[src/rtl/usrt_rx_deframer.sv]
// usrt_rx_deframer: receive-side deframer of the USRT.
// Samples the serial line on bit-time strobes, assembles start/data/parity/stop
// into one frame word, and hands it off through a one-entry valid/ready register.
// A frame that completes while the register still holds an unconsumed frame is
// dropped and flagged with a one-cycle overrun pulse.

module usrt_rx_deframer #(
    parameter int DATA_BITS = 8
) (
    input  logic                 i_Pclk,
    input  logic                 i_Rst,
    input  logic                 i_SampleEn,
    input  logic                 i_Rx,
    input  logic [1:0]           i_Parity,
    output logic [DATA_BITS+2:0] o_Frame,
    output logic                 o_Valid,
    input  logic                 i_Ready,
    output logic                 o_FrameErr,
    output logic                 o_Overrun,
    output logic                 o_Busy
);

    localparam int CW = $clog2(DATA_BITS + 1);
    localparam logic [CW-1:0] LAST_BIT = CW'(DATA_BITS - 1);

    typedef enum logic [2:0] {
        S_IDLE   = 3'd0,
        S_DATA   = 3'd1,
        S_PARITY = 3'd2,
        S_STOP   = 3'd3,
        S_BREAK  = 3'd4
    } state_t;

    state_t                 state;
    state_t                 state_next;
    logic [CW-1:0]          bit_cnt;
    logic [DATA_BITS-1:0]   data_sr;
    logic                   parity_bit;
    logic                   parity_en;
    logic                   complete;
    logic                   load;
    logic [DATA_BITS+2:0]   new_frame;

    // The stop bit is taken straight from the line so the frame is ready at the stop-strobe edge.
    assign new_frame = {i_Rx, parity_bit, data_sr, 1'b0};

    // A completed frame enters the output register only if it is empty or being drained now.
    assign load = complete && (!o_Valid || i_Ready);

    // FSM state register.
    always_ff @(posedge i_Pclk or posedge i_Rst) begin
        if (i_Rst) begin
            state <= S_IDLE;
        end else begin
            state <= state_next;
        end
    end

    // Next-state logic; every transition is gated by a bit-time strobe.
    always_comb begin
        state_next = state;
        complete   = 1'b0;
        case (state)
            S_IDLE: begin
                if (i_SampleEn && !i_Rx) begin
                    state_next = S_DATA;
                end
            end
            S_DATA: begin
                if (i_SampleEn && (bit_cnt == LAST_BIT)) begin
                    state_next = parity_en ? S_PARITY : S_STOP;
                end
            end
            S_PARITY: begin
                if (i_SampleEn) begin
                    state_next = S_STOP;
                end
            end
            S_STOP: begin
                if (i_SampleEn) begin
                    complete   = 1'b1;
                    state_next = i_Rx ? S_IDLE : S_BREAK;
                end
            end
            S_BREAK: begin
                if (i_SampleEn && i_Rx) begin
                    state_next = S_IDLE;
                end
            end
            default: begin
                state_next = S_IDLE;
            end
        endcase
    end

    // Frame assembly: data shifts in LSB-first, parity mode is frozen at the start bit.
    always_ff @(posedge i_Pclk or posedge i_Rst) begin
        if (i_Rst) begin
            bit_cnt    <= '0;
            data_sr    <= '0;
            parity_bit <= 1'b0;
            parity_en  <= 1'b0;
        end else if (i_SampleEn) begin
            case (state)
                S_IDLE: begin
                    if (!i_Rx) begin
                        bit_cnt    <= '0;
                        data_sr    <= '0;
                        parity_bit <= 1'b0;
                        parity_en  <= i_Parity[0] ^ i_Parity[1];
                    end
                end
                S_DATA: begin
                    data_sr <= {i_Rx, data_sr[DATA_BITS-1:1]};
                    bit_cnt <= bit_cnt + CW'(1);
                end
                S_PARITY: begin
                    parity_bit <= i_Rx;
                end
                default: begin
                end
            endcase
        end
    end

    // One-entry output register with handshake, overrun pulse and registered busy flag.
    always_ff @(posedge i_Pclk or posedge i_Rst) begin
        if (i_Rst) begin
            o_Frame    <= '0;
            o_FrameErr <= 1'b0;
            o_Valid    <= 1'b0;
            o_Overrun  <= 1'b0;
            o_Busy     <= 1'b0;
        end else begin
            if (load) begin
                o_Frame    <= new_frame;
                o_FrameErr <= ~i_Rx;
                o_Valid    <= 1'b1;
            end else if (o_Valid && i_Ready) begin
                o_Valid <= 1'b0;
            end
            o_Overrun <= complete && o_Valid && !i_Ready;
            o_Busy    <= (state_next != S_IDLE);
        end
    end

endmodule

[config.mk]
export PLATFORM = sky130hd
export DESIGN_NAME = usrt_rx_deframer
export DESIGN_NICKNAME = d
export VERILOG_FILES = /design/src/rtl/usrt_rx_deframer.sv
export SDC_FILE = /design/constraint.sdc
export NUM_CORES = 1
export LEC_CHECK = 0
export CAP_MARGIN = 20
export CORE_MARGIN = 2
export CORE_UTILIZATION = 56
export DETAILED_ROUTE_END_ITERATION = 10
export PLACE_DENSITY_LB_ADDON = 0.08
export RECOVER_POWER = 25
export SYNTH_ARGS = -nofsm -noshare
export SYNTH_HDL_FRONTEND = slang
export SYNTH_SLANG_ARGS = --single-unit
[constraint.sdc]
create_clock -name i_Pclk -period 3.6 [get_ports i_Pclk]
set_input_delay 0.36 -clock i_Pclk [delete_from_list [all_inputs] [get_ports i_Pclk]]
set_output_delay 0.36 -clock i_Pclk [all_outputs]
set_load 0.01 [all_outputs]
==> results.json, run 1 <==
{
  "grt_pass1_wl_mm": 3.80,
  "end_kind": "flop",
  "seq_area_um2": 776,
  "share_comb_of_total_power": 0.332,
  "drv_slew": 0,
  "antenna_found_initial": 0,
  "synth-edff-count": 0,
  "dieArea_um2": 2950,
  "switchingPower_mw": 0.428,
  "ys_async_sr_fraction": 1.00,
  "port_buffers": 20,
  "cp.required_ns": 3.83,
  "fin_area_um2": 1680,
  "synth_flop_cell": "dfrtp_1",
  "vias_per_cell": 5.58,
  "multiInputGateArea_um2": 561,
  "worstMarginPinSlew_ns": 1.12,
  "dpl_worst_slack_ns": 1.42,
  "synth_cell_types": 37,
  "cp_max_fo": 14,
  "fill_cells": 186,
  "timing.setup.tns_ns": 0,
  "cp_slowest_stage_delay_ns": 0.81,
  "p_seq_frac": 0.452,
  "cp_top_family": "buffers and inverters",
  "synth_seq_area_share": 0.548,
  "swShare": 0.318,
  "overflow": 0,
  "skew_ns": 0.0125,
  "worstSkewPairLatency_ns": 0.34,
  "peakVddDrop_uv": 461,
  "crit_path_top_delay_cell": "clkdlybuf4s50_1",
  "core_area_um2": 2430,
  "use_met2": 0.269,
  "min_path_type": "input port to asynchronous set/reset pin",
  "worst-path-buf-inv": 1,
  "path_class": "input port to flop",
  "rsz0062_at_grt": "false",
  "cts_buffer_depth": 2,
  "status": "complete, no violations",
  "drive_gt1_frac": 0.220,
  "drc": 0,
  "power_leakage_nw": 0.818,
  "cts_root_buffer": "clkbuf_4",
  "rows": 18,
  "synth_fp_nets": 113,
  "setup-violations-final": 0,
  "relSlewSlack": 0.253,
  "h-tree-depth": 2,
  "placed_cell_area_um2": 1610,
  "postSynthCellCount": 105,
  "grt_usage": 0.190,
  "clk_pin_slew_ns": 0.10,
  "globalRoute.busiestLayer": "met2",
  "synth_seq_cells": 31,
  "p_clk_frac": 0.216,
  "drt_iter0_markers": 7,
  "fin_crit_ns": 1.84,
  "ant_nets": 0,
  "grt_max_degree": 23,
  "die_w_um": 54.3,
  "syn2layout_area_growth_pct": 18.4,
  "io_pins": 22,
  "routedWlPerCell_um": 15.2,
  "syn_area_um2": 1420,
  "wirelength_mm": 2.38,
  "postLayoutSetupSlackWorst_ns": 1.76,
  "fmax_mhz": 544,
  "critical_path.startpoint_type": "input port",
  "use_met3": 0.0820,
  "crit_chain": "clkdlybuf4s50_1, nand4b_4, nor2b_4, mux2_2",
  "synth_area_per_cell_um2": 13.5,
  "globalplace.congestion": 0.705,
  "first_global_vias": 808,
  "die_h_um": 54.3,
  "vias": 876,
  "period_share": 0.511,
  "cts_tree": "done",
  "numCtsBuffers": 5,
  "cts.sinks": 31,
  "final_net_count": 134,
  "first_pass_iters": 4,
  "dp_hpwl_mm": 1.68,
  "holdBufCountCts": 0,
  "ys_warn_count": 0,
  "hold_violations": 0,
  "start_util": 0.582,
  "post_cts_resized": 0,
  "postCtsSetupRepairBufs": 0,
  "maxCapViolCount": 0,
  "diodes": 0,
  "cp.arrival_ns": 2.07,
  "gr-usage-met1": 0.255,
  "power.density_nw_per_um2": 804,
  "internal-power_mw": 0.918
}
-- Yosys cell counts (2+ instances only) --
master / count / share of area
nand2_1: 4 / 0.011
o21ai_0: 2 / 0.0071
a21o_1: 2 / 0.011
mux2_1: 2 / 0.016
buf_6: 4 / 0.032
buf_4: 3 / 0.016
and4_1: 2 / 0.012
inv_1: 3 / 0.0080
dfrtp_1: 31 / 0.55
nand2b_1: 2 / 0.0088
mux2_2: 12 / 0.095
nor2_1: 5 / 0.013
a31oi_1: 2 / 0.0088
a22o_1: 7 / 0.043
nor2b_1: 2 / 0.0088
-- power groups by stage --
stage	sequential [mW]	clock (mW)	combinational, mW
5_1_grt	0.628	0.310	0.490
4_1_cts	0.608	0.296	0.457
2_1_floorplan	0.592	0	0.317
3_3_place_gp	0.608	0	0.438
3_5_place_dp	0.615	0	0.456
6_report	0.609	0.291	0.446
-- state kept, by name, summed over array words and instances, names as in the netlist --
register / count
o_Frame: 10
parity_bit: 1
state: 3
o_Valid: 1
data_sr: 8
bit_cnt: 4
o_FrameErr: 1
o_Overrun: 1
o_Busy: 1
parity_en: 1
-- logic make-up (layout without fill, tap and decap cells) --
group,Yosys count,after routing,share of synthesized area
other cells,1,1,0.00265
buf+inv,10,32,0.0557
fa+ha+maj,1,1,0.00884
compound gates,22,22,0.132
mux,15,15,0.118
flops,31,31,0.548
simple gates,23,23,0.122
xor+xnor,2,2,0.0124
-- worst register-to-register path, stage by stage, from the launching register on --
cell,delay (ns)
dfrtp_1,0.60
nand4b_4,0.18
nor2b_4,0.34
mux2_2,0.38
-- per-stage QoR --
stage	total power, mW	utilization	cells	hold slack (ns)
detailed placement	1.07	0.663	149	0.477
global route	1.43	0.689	157	0.453
finish	1.35	0.689	157	0.417
floorplan	0.909	-	105	0.449
global placement	1.05	0.652	148	0.466
CTS	1.36	0.699	157	0.324
-- cell type report --
type	count	area share
flip-flops and latches	31	0.463
inverters	3	0.00672
clock inverters	2	0.0209
multi-input cells	64	0.335
repair buffers	21	0.122
clock buffers	6	0.0306
well taps	30	0.0224
-- per-layer routing --
metal | vias to the layer above | routed length [µm]
li1 | 421 | -
met1 | 429 | 1140
met2 | 20 | 1060
met3 | 6 | 144
met4 | 0 | 42
met5 | - | 0
-- final timing paths --
check,end,slack [ns],cells after the start,start
setup / recovery,o_Frame[10],1.76,4,i_SampleEn
hold / removal,state[0],0.42,2,i_Rst
setup reg to reg,o_Frame[10],1.99,3,state[0]
hold reg to reg,o_Frame[2],0.50,1,o_Frame[2]
max in group asynchronous,data_sr[0],1.84,3,i_Rst
min in group i_Pclk,o_Frame[2],0.50,1,o_Frame[2]
-- cell usage in the layout (no fill, tap or decap), drive strengths merged, types with 2 or more instances in the layout --
cell,count
o21ai,2
and4,2
a22o,7
dfrtp,31
nand2,4
a21o,2
clkdlybuf4s50,19
and3,2
mux2,14
inv,3
nor2b,3
a31oi,2
nor2,6
nand2b,2
clkbuf,7
(Power assumes the default switching activity.)
==> run 2, diff against run 1 <==
--- a/config.mk
+++ b/config.mk
@@ -7,7 +7,7 @@
 export LEC_CHECK = 0
 export CAP_MARGIN = 20
 export CORE_MARGIN = 2
-export CORE_UTILIZATION = 56
+export CORE_UTILIZATION = 47
 export DETAILED_ROUTE_END_ITERATION = 10
 export PLACE_DENSITY_LB_ADDON = 0.08
 export RECOVER_POWER = 25
==> constraint.sdc (replaced) <==
create_clock -name i_Pclk -period 1.6 [get_ports i_Pclk]
set_input_delay 0.16 -clock i_Pclk [delete_from_list [all_inputs] [get_ports i_Pclk]]
set_output_delay 0.16 -clock i_Pclk [all_outputs]
set_load 0.01 [all_outputs]
==> results.json, run 2 (same netlist as run 1, synthesis figures left out) <==
{
  "dieArea_um2": 3470,
  "vias_per_cell": 5.47,
  "numCtsBuffers": 5,
  "min_path_type": "input port to asynchronous set/reset pin",
  "cts.sinks": 31,
  "switchingPower_mw": 0.967,
  "first_global_vias": 951,
  "routedWlPerCell_um": 14.4,
  "period_share": 0.898,
  "cp.arrival_ns": 1.66,
  "mostFrequentLayoutCell": "dfrtp_1",
  "failed_checks": "design-rule violations",
  "placed_cell_area_um2": 1720,
  "p_clk_frac": 0.204,
  "grt_usage": 0.168,
  "hold_violations": 0,
  "maxCapViolCount": 0,
  "dp_hpwl_mm": 1.70,
  "die_w_um": 58.9,
  "first_pass_iters": 7,
  "cp_max_fo": 11,
  "skew_ns": 0.00555,
  "largestRegisters": "o_Frame: 10 flops, data_sr: 8 flops, bit_cnt: 4 flops",
  "io_pins": 22,
  "post_cts_resized": 0,
  "top_register": "o_Frame",
  "antenna_found_initial": 0,
  "status": "finished with violations",
  "final_net_count": 147,
  "ant_nets": 0,
  "fill_cells": 232,
  "relSlewSlack": 0.489,
  "core_area_um2": 2810,
  "end_kind": "flop",
  "swShare": 0.307,
  "postCtsSetupRepairBufs": 0,
  "diodes": 0,
  "drt_iter0_markers": 24,
  "layout_common_cells": "dfrtp_1, clkdlybuf4s50_1, mux2_2, buf_4, a22o_1",
  "internal-power_mw": 2.18,
  "cts_buffer_depth": 2,
  "worstMarginPinSlew_ns": 0.766,
  "start_util": 0.504,
  "path_class": "flop to flop",
  "syn2layout_area_growth_pct": 27.2,
  "fin_area_um2": 1800,
  "cts_root_buffer": "clkbuf_4",
  "setup-violations-final": 0,
  "critical_path.startpoint_type": "flop",
  "overflow": 0,
  "multiInputGateArea_um2": 561,
  "timing.setup.tns_ns": 0,
  "fmax_mhz": 696,
  "drc": 3,
  "largest_reg_flops": 10,
  "fin_crit_ns": 1.44,
  "power_leakage_nw": 0.893,
  "worstSkewPairLatency_ns": 0.33,
  "vias": 935,
  "h-tree-depth": 2,
  "utilization": 0.642,
  "power.density_nw_per_um2": 1750,
  "share_comb_of_total_power": 0.371,
  "port_buffers": 20,
  "globalplace.congestion": 0.690,
  "cp.required_ns": 1.82,
  "rows": 19,
  "holdBufCountCts": 0,
  "grt_max_degree": 32,
  "drive_gt1_frac": 0.300,
  "wirelength_mm": 2.46,
  "grt_pass1_wl_mm": 4.28,
  "clk_pin_slew_ns": 0.10,
  "drv_slew": 0,
  "p_seq_frac": 0.425,
  "cts_tree": "done",
  "rsz0062_at_grt": "false",
  "peakVddDrop_uv": 891,
  "seq_area_um2": 776,
  "die_h_um": 58.9,
  "power_mw": 3.15
}
==> run 2: cell types whose count changed in the layout (fill, tap and decap cells not counted) <==
cell / before / now
clkbuf_1: 1 / 0
clkbuf_2: 0 / 1
buf_12: 0 / 2
buf_4: 0 / 11
==> run 2: metal layers <==
metal | share of wire | wire length (µm) | vias to the layer above | track usage
met3 | 0.058 | 143 | 6 | 0.0615
met4 | 0.015 | 38 | 0 | 0.0682
li1 | - | - | 452 | -
met2 | 0.49 | 1200 | 24 | 0.271
met1 | 0.44 | 1080 | 453 | 0.205
met5 | 0 | 0 | - | 0
==> run 2: worst paths after layout <==
check	startpoint	to	slack (ns)	cells after the start
worst max-delay path	state[1]	o_Frame[7]	0.16	4
worst min-delay path	i_Rst	o_Frame[9]	0.47	3
worst max register to register	state[1]	o_Frame[7]	0.16	4
worst min register to register	o_Frame[1]	o_Frame[1]	0.49	1
max in group asynchronous	i_Rst	o_Frame[10]	0.64	3
min in group i_Pclk	o_Frame[1]	o_Frame[1]	0.49	1
==> run 2: per-stage QoR <==
step	hold WS, ns	std cells	worst slack [ns]
5_1_grt	0.508	171	0.0766
2_1_floorplan	0.249	105	0.302
3_3_place_gp	0.467	163	0.0197
3_5_place_dp	0.478	163	-0.00998
6_report	0.470	171	0.163
4_1_cts	0.203	171	0.147
==> run 2: power groups by stage <==
stage               registers [mW]  logic, mW  clock network (mW)
finish                        1.34       1.17               0.641
global route                  1.39       1.28               0.697
global placement              1.35       1.14                   0
floorplan                     1.33      0.713                   0
detailed placement            1.36       1.18                   0
CTS                           1.34       1.18               0.656
==> run 2: critical path, cell delays in order (launching register included) <==
cell	delay, ns
dfrtp_1	0.54
nand4b_4	0.16
nor2b_4	0.15
buf_12	0.14
mux2_2	0.33
==> run 2: layout make-up <==
class	instances	share of cell area
Inverter	3	0.00625
Clock inverter	2	0.0195
Clock buffer	6	0.0285
Sequential cell	31	0.431
Tap cell	31	0.0215
Timing Repair Buffer	34	0.182
Multi-Input combinational cell	64	0.311
